$ cat config.mk
export PLATFORM = sky130hd
export DESIGN_NAME = multi_push_detect
export DESIGN_NICKNAME = d
export VERILOG_FILES = /design/src/rtl/multi_push_detect_pkg.sv /design/src/rtl/push_chan.sv /design/src/rtl/multi_push_detect.sv
export SDC_FILE = /design/constraint.sdc
export NUM_CORES = 1
export LEC_CHECK = 0
export BUFFER_PORTS_ARGS = -buffer_cell sky130_fd_sc_hd__buf_2
export CORE_MARGIN = 4
export CORE_UTILIZATION = 35
export CTS_CLUSTER_DIAMETER = 40
export CTS_CLUSTER_SIZE = 24
export DETAILED_ROUTE_END_ITERATION = 8
export GPL_TIMING_DRIVEN = 0
export PLACE_DENSITY_LB_ADDON = 0.2
export SLEW_MARGIN = 0
export SYNTH_ARGS = -nofsm -noshare
export SYNTH_HDL_FRONTEND = slang
export SYNTH_SLANG_ARGS = --single-unit
export TNS_END_PERCENT = 30
$ cat constraint.sdc
create_clock -name clk -period 4.92 [get_ports clk]
set_clock_uncertainty 0.15 [all_clocks]
set_input_delay 0.984 -clock clk [delete_from_list [all_inputs] [get_ports clk]]
set_output_delay 0.984 -clock clk [all_outputs]
set_load 0.01 [all_outputs]
$ cat src/rtl/multi_push_detect_pkg.sv
// multi_push_detect_pkg
//   Shared definitions for the multi-channel push-button detector:
//   per-channel FSM state encoding, default parameter values and a
//   counter-width helper.
//   Optional feature macro: MULTI_PUSH_DETECT_LONG_PRESS_EN (see push_chan).
package multi_push_detect_pkg;

    typedef enum logic [1:0] {
        S_IDLE         = 2'd0,
        S_PRESS_WAIT   = 2'd1,
        S_PRESSED      = 2'd2,
        S_RELEASE_WAIT = 2'd3
    } chan_state_e;

    localparam int DEF_CH         = 4;
    localparam int DEF_DIV        = 500000;
    localparam int DEF_DB_CNT     = 3;
    localparam int DEF_HOLD_CNT   = 200;
    localparam int DEF_ACTIVE_LOW = 0;

    // Bits needed to hold values 0..max_val, never less than one.
    function automatic int cnt_width(input int max_val);
        return (max_val < 1) ? 1 : $clog2(max_val + 1);
    endfunction

endpackage

$ cat src/rtl/push_chan.sv
// push_chan
//   One debounced push-button channel: debounce FSM, debounce counter and
//   (optionally) the long-press hold counter. Advances only on tick_i.
//   Macro MULTI_PUSH_DETECT_LONG_PRESS_EN: when defined the hold counter and
//   long_press_o pulse are built; otherwise long_press_o is tied to 0.
//
//   Ports:
//     clk           clock
//     rst           asynchronous active-high reset
//     tick_i        shared sample tick (one clk wide)
//     s_i           synchronised, polarity-corrected sample (1 = pressed)
//     level_o       debounced pressed level
//     press_o       one-clk pulse on debounced press
//     release_o     one-clk pulse on debounced release
//     long_press_o  one-clk pulse once a press has been held HOLD_CNT ticks
//
//   state         | meaning
//   --------------+---------------------------------------------------
//   IDLE          | released, no pending disagreement
//   PRESS_WAIT    | released, counting consecutive pressed samples
//   PRESSED       | pressed, no pending disagreement
//   RELEASE_WAIT  | pressed, counting consecutive released samples
module push_chan
    import multi_push_detect_pkg::*;
#(
    parameter int DB_CNT   = DEF_DB_CNT,
    parameter int HOLD_CNT = DEF_HOLD_CNT
) (
    input  logic clk,
    input  logic rst,
    input  logic tick_i,
    input  logic s_i,
    output logic level_o,
    output logic press_o,
    output logic release_o,
    output logic long_press_o
);

    localparam logic [1:0] ST_IDLE         = S_IDLE;
    localparam logic [1:0] ST_PRESS_WAIT   = S_PRESS_WAIT;
    localparam logic [1:0] ST_PRESSED      = S_PRESSED;
    localparam logic [1:0] ST_RELEASE_WAIT = S_RELEASE_WAIT;

    // The counter holds the number of agreeing ticks seen so far; the tick
    // that would make it DB_CNT flips the level instead of incrementing.
    localparam int DB_W = cnt_width(DB_CNT - 1);

    logic [1:0]      state_q, state_d;
    logic [DB_W-1:0] db_q, db_d;
    logic            level_q, level_d;
    logic            press_q, press_d;
    logic            rel_q, rel_d;
    logic            db_done;

    // In IDLE/PRESSED db_q is 0, so DB_CNT=1 flips on the first tick.
    assign db_done = (db_q == DB_W'(DB_CNT - 1));

    always_comb begin
        state_d = state_q;
        db_d    = db_q;
        level_d = level_q;
        press_d = 1'b0;
        rel_d   = 1'b0;
        if (tick_i) begin
            case (state_q)
                ST_IDLE, ST_PRESS_WAIT: begin
                    if (s_i) begin
                        if (db_done) begin
                            state_d = ST_PRESSED;
                            db_d    = '0;
                            level_d = 1'b1;
                            press_d = 1'b1;
                        end else begin
                            state_d = ST_PRESS_WAIT;
                            db_d    = db_q + DB_W'(1);
                        end
                    end else begin
                        state_d = ST_IDLE;
                        db_d    = '0;
                    end
                end
                default: begin
                    if (!s_i) begin
                        if (db_done) begin
                            state_d = ST_IDLE;
                            db_d    = '0;
                            level_d = 1'b0;
                            rel_d   = 1'b1;
                        end else begin
                            state_d = ST_RELEASE_WAIT;
                            db_d    = db_q + DB_W'(1);
                        end
                    end else begin
                        state_d = ST_PRESSED;
                        db_d    = '0;
                    end
                end
            endcase
        end
    end

    always_ff @(posedge clk or posedge rst) begin
        if (rst) begin
            state_q <= ST_IDLE;
            db_q    <= '0;
            level_q <= 1'b0;
            press_q <= 1'b0;
            rel_q   <= 1'b0;
        end else begin
            state_q <= state_d;
            db_q    <= db_d;
            level_q <= level_d;
            press_q <= press_d;
            rel_q   <= rel_d;
        end
    end

    assign level_o   = level_q;
    assign press_o   = press_q;
    assign release_o = rel_q;

`ifdef MULTI_PUSH_DETECT_LONG_PRESS_EN
    localparam int HOLD_W = cnt_width(HOLD_CNT);

    logic [HOLD_W-1:0] hold_q, hold_d;
    logic              long_q, long_d;

    // Cleared only by a new press, so a bounce back from RELEASE_WAIT to
    // PRESSED continues the same hold. Saturates at HOLD_CNT: one pulse per
    // press. The releasing tick still counts since level is 1 during it.
    always_comb begin
        hold_d = hold_q;
        long_d = 1'b0;
        if (press_d) begin
            hold_d = '0;
        end else if (tick_i && level_q && (hold_q != HOLD_W'(HOLD_CNT))) begin
            hold_d = hold_q + HOLD_W'(1);
            long_d = (hold_q == HOLD_W'(HOLD_CNT - 1));
        end
    end

    always_ff @(posedge clk or posedge rst) begin
        if (rst) begin
            hold_q <= '0;
            long_q <= 1'b0;
        end else begin
            hold_q <= hold_d;
            long_q <= long_d;
        end
    end

    assign long_press_o = long_q;
`else
    logic unused_hold_cnt;
    assign unused_hold_cnt = (HOLD_CNT > 0);
    assign long_press_o    = 1'b0;
`endif

endmodule

$ cat src/rtl/multi_push_detect.sv
// multi_push_detect
//   CH independent push-button debouncers sharing one sample tick.
//   Raw inputs are 2-FF synchronised, optionally inverted (ACTIVE_LOW),
//   and fed to one push_chan per channel.
//   Macro MULTI_PUSH_DETECT_LONG_PRESS_EN enables long-press detection;
//   without it long_press_o is constant 0.
//
//   Ports:
//     clk           clock
//     rst           asynchronous active-high reset
//     btn_raw_i     [CH] asynchronous button inputs
//     level_o       [CH] debounced pressed state
//     press_o       [CH] one-clk pulse on debounced press
//     release_o     [CH] one-clk pulse on debounced release
//     long_press_o  [CH] one-clk pulse per press held HOLD_CNT ticks
module multi_push_detect
    import multi_push_detect_pkg::*;
#(
    parameter int CH         = DEF_CH,
    parameter int DIV        = DEF_DIV,
    parameter int DB_CNT     = DEF_DB_CNT,
    parameter int HOLD_CNT   = DEF_HOLD_CNT,
    parameter int ACTIVE_LOW = DEF_ACTIVE_LOW
) (
    input  logic          clk,
    input  logic          rst,
    input  logic [CH-1:0] btn_raw_i,
    output logic [CH-1:0] level_o,
    output logic [CH-1:0] press_o,
    output logic [CH-1:0] release_o,
    output logic [CH-1:0] long_press_o
);

    localparam logic [CH-1:0] INV_MASK = (ACTIVE_LOW != 0) ? '1 : '0;

    logic [CH-1:0] sync1_q, sync2_q;
    logic [CH-1:0] s;
    logic          tick;

    always_ff @(posedge clk or posedge rst) begin
        if (rst) begin
            sync1_q <= '0;
            sync2_q <= '0;
        end else begin
            sync1_q <= btn_raw_i;
            sync2_q <= sync1_q;
        end
    end

    assign s = sync2_q ^ INV_MASK;

    generate
        if (DIV > 1) begin : g_tick_div
            localparam int TW = cnt_width(DIV - 1);
            logic [TW-1:0] cnt_q, cnt_d;

            assign tick  = (cnt_q == TW'(DIV - 1));
            assign cnt_d = tick ? '0 : cnt_q + TW'(1);

            always_ff @(posedge clk or posedge rst) begin
                if (rst) cnt_q <= '0;
                else     cnt_q <= cnt_d;
            end
        end else begin : g_tick_every
            assign tick = 1'b1;
        end
    endgenerate

    generate
        for (genvar g = 0; g < CH; g++) begin : g_chan
            push_chan #(
                .DB_CNT   (DB_CNT),
                .HOLD_CNT (HOLD_CNT)
            ) u_chan (
                .clk          (clk),
                .rst          (rst),
                .tick_i       (tick),
                .s_i          (s[g]),
                .level_o      (level_o[g]),
                .press_o      (press_o[g]),
                .release_o    (release_o[g]),
                .long_press_o (long_press_o[g])
            );
        end
    endgenerate

endmodule

==> flow_metrics.env <==
export IMPL_core_area_um2=6350
export IMPL_antenna_cells=0
export IMPL_die_h_um=89.04
export IMPL_cp_buffers_inverters=1
export IMPL_dp_hpwl_um=2856
export IMPL_worst_r2r_endpoint="g_chan[1].u_chan.press_o$_DFF_PP0_"
export IMPL_cp_end_kind="register"
export IMPL_io_pins=22
export IMPL_clock_root_buffer="clkbuf_8"
export IMPL_critPathArrivalTime_ns=3.05
export IMPL_portBuffers=17
export IMPL_cp_top_family="simple AND/OR/NAND/NOR gates"
export IMPL_final_cell_mix="dfrtp_1, buf_2, nand2_1, nor2_1, buf_4"
export IMPL_fmax_mhz=335.6
export IMPL_r2r_setup_slack_ns=1.94
export IMPL_start_util_pct=36.20
export IMPL_wl_um=4122
export IMPL_rr_startpoint="g_tick_div.cnt_q[7]$_DFF_PP0_"
export IMPL_final_cells=319
export IMPL_ys_warn_count=0
export IMPL_grt_pass1_wl_um=6913
export IMPL_post_cts_buffers=0
export IMPL_synth_cells=213
export IMPL_totalNegativeSetupSlack_ns=0
export IMPL_crit_start="g_tick_div.cnt_q[7]$_DFF_PP0_"
export IMPL_sw_frac_of_total_pct=21.17
export IMPL_cts_sinks=51
export IMPL_cp_slowest_stage_delay_ns=0.83
export IMPL_ant_nets=0
export IMPL_cts_resized=0
export IMPL_clock_latency_ns=0.30
export IMPL_cts_buffers=5
export IMPL_critPathRequiredTime_ns=4.99
export IMPL_final_common_cell="dfrtp_1"
export IMPL_path_clk_slew_ns=0.09
export IMPL_synth_area_per_cell_um2=10.79
export IMPL_wl_per_cell_um=12.92
export IMPL_cp_start_kind="register"
export IMPL_cp_max_fo=6
export IMPL_cts_tree="done"
export IMPL_power_density_nw_per_um2=269.8
export IMPL_postCtsHoldBufs=0
export IMPL_setup_viol=0
export IMPL_drv_slew=0
export IMPL_die_w_um=89.04
export IMPL_numPlacedInstances=311
export IMPL_maxSlewHeadroom_pct=32.58
export IMPL_nNetsFinal=248
export IMPL_h_tree_depth=2
export IMPL_grt_max_degree=38
export IMPL_ys_seq_area_share_pct=55.53
export IMPL_p_sw_mw=0.1494
export IMPL_ir_worst_vdd_mv=0.1011
export IMPL_worstMarginPinSlew_ns=1.002
export IMPL_gr_total_overflow=0
export IMPL_drt_iter0_drc=81
export IMPL_crit_end="g_chan[1].u_chan.press_o$_DFF_PP0_"
export IMPL_ys_types=32
export IMPL_grt_pass1_vias=1447
export IMPL_crit_slowest_cell="nor4_1"
export IMPL_drc=0
export IMPL_syn2layout_area_growth_pct=13.77
export IMPL_clock_path_buffers=2
export IMPL_grt_antenna_before_repair=0
export IMPL_finalHoldViolCount=0
export IMPL_crit_chain="or4_4 -> nor4_1 -> nand2_1 -> clkbuf_1 -> nor3_1"
export IMPL_cp_num_cells=5
export IMPL_share_seq_of_total_power_pct=60.2
export IMPL_dr_pass1_iters=4
export IMPL_ys_ff_latch=51
export IMPL_cap_violations=0
export IMPL_internal_power_mw=0.5562
export IMPL_gp_congestion=0.7002
export IMPL_period_share_pct=60.57
export IMPL_combPwrFrac_pct=2.5
export IMPL_row_count=29
export IMPL_r2r_cells=5
export IMPL_num_vias=1587
export IMPL_leakagePower_nw=1.228
export IMPL_path_class="reg -> reg"
export IMPL_clkPwrFrac_pct=37.2
export IMPL_rsz0062_at_grt="no"
export IMPL_nFillCells=629
export IMPL_min_path_type="reg -> reg"
export IMPL_track_usage_pct=11.29
export IMPL_status="finished, final reports clean"
export IMPL_layout_drive_gt1_share_pct=21.90
export IMPL_die_area_um2=7927
export IMPL_vias_per_cell=4.975
export IMPL_synthesis_area_um2=2298
export IMPL_period_minus_slack_ns=2.980
## cell type report
type                       instances  area (um2)  area share, %
clock buffer                       7       96.34          3.684
multi-input combinational        134       848.3          32.44
sequential                        51        1276          48.80
inverter                           9       33.78          1.292
buffer                            22       151.4          5.789
tap                               77       96.34          3.684
timing repair buffer              18       105.1          4.019
clock inverter                     1       7.507         0.2871
## layer usage
metal	GRT usage [%]	routed length, um	vias up
met2	17.68	1888	23
met5	0	0	-
met1	15.29	1999	778
met4	4.871	73	0
li1	-	-	781
met3	2.212	161	5
## through the flow
step	utilization (%)	power, mW	instance area [um2]	hold slack [ns]	setup WS [ns]
3_3_place_gp	39.23	0.4497	2491	0.1833	1.858
3_5_place_dp	39.55	0.4519	2511	0.1858	1.884
2_1_floorplan	-	0.4443	2310	0.1812	2.556
4_1_cts	41.18	0.7167	2615	0.2069	1.891
5_1_grt	41.18	0.7393	2615	0.2100	1.706
6_report	41.18	0.7057	2615	0.2077	1.940
## power groups by stage
| stage | sequential (mW) | clock [mW] | combinational [mW] |
|---|---|---|---|
| 2_1_floorplan | 0.433 | 0 | 0.0118 |
| 3_3_place_gp | 0.433 | 0 | 0.0165 |
| 3_5_place_dp | 0.433 | 0 | 0.0187 |
| 4_1_cts | 0.425 | 0.273 | 0.0187 |
| 5_1_grt | 0.425 | 0.293 | 0.0211 |
| 6_report | 0.425 | 0.263 | 0.0179 |
## sequential cells by signal, summed over array words and instances, names as in the netlist
signal	count
g_chan.u_chan.level_o	4
g_tick_div.cnt_q	19
g_chan.u_chan.state_q	4
s	4
sync1_q	4
g_chan.u_chan.press_o	4
g_chan.u_chan.db_q	8
g_chan.u_chan.release_o	4
## worst min-delay path by stage
stage / startpoint / to / slack [ns] / cells after the start
3_5_place_dp: sync1_q[2]$_DFF_PP0_ / s[2]$_DFF_PP0_ / 0.19 / 0
6_report: sync1_q[1]$_DFF_PP0_ / s[1]$_DFF_PP0_ / 0.21 / 0
5_1_grt: sync1_q[2]$_DFF_PP0_ / s[2]$_DFF_PP0_ / 0.21 / 0
2_1_floorplan: sync1_q[0]$_DFF_PP0_ / s[0]$_DFF_PP0_ / 0.18 / 0
4_1_cts: sync1_q[2]$_DFF_PP0_ / s[2]$_DFF_PP0_ / 0.21 / 0
3_3_place_gp: sync1_q[2]$_DFF_PP0_ / s[2]$_DFF_PP0_ / 0.18 / 0
## synthesized netlist by cell type
cell type	count	area, um2
clkbuf_1	4	15.01
xor2_1	8	70.07
nor4_1	9	56.30
and3_1	2	12.51
mux2i_1	2	20.02
conb_1	1	3.750
nand4b_1	2	17.52
and4_1	1	8.760
o21ai_0	6	30.03
o41ai_1	4	35.03
o2bb2ai_1	2	17.52
and3b_1	2	17.52
nand2b_1	2	12.51
or4_1	4	30.03
xnor2_1	11	96.34
a21oi_1	1	5.000
buf_4	16	120.1
mux2_2	6	67.56
buf_6	1	11.26
inv_1	9	33.78
nand2_1	16	60.06
dfrtp_1	51	1276
nand4bb_1	1	11.26
buf_2	1	5.000
nor3_1	12	60.06
ha_1	1	12.51
nand3_1	12	60.06
nand4_1	6	37.54
or3_1	1	6.260
or4_4	2	22.52
nor2_1	16	60.06
and2_1	1	6.260
## kinds of logic after synthesis
logic type	count (synthesis)	synth area share (%)
AND/OR/NAND/NOR	89	20.85
flip-flops	51	55.53
buffers and inverters	31	8.056
XOR/XNOR	19	7.240
AO/OA/AOI/OAI	13	3.810
multiplexers	8	3.810
adder cells (fa/ha/maj)	1	0.5443
other	1	0.1632
(Power assumes the default switching activity.)
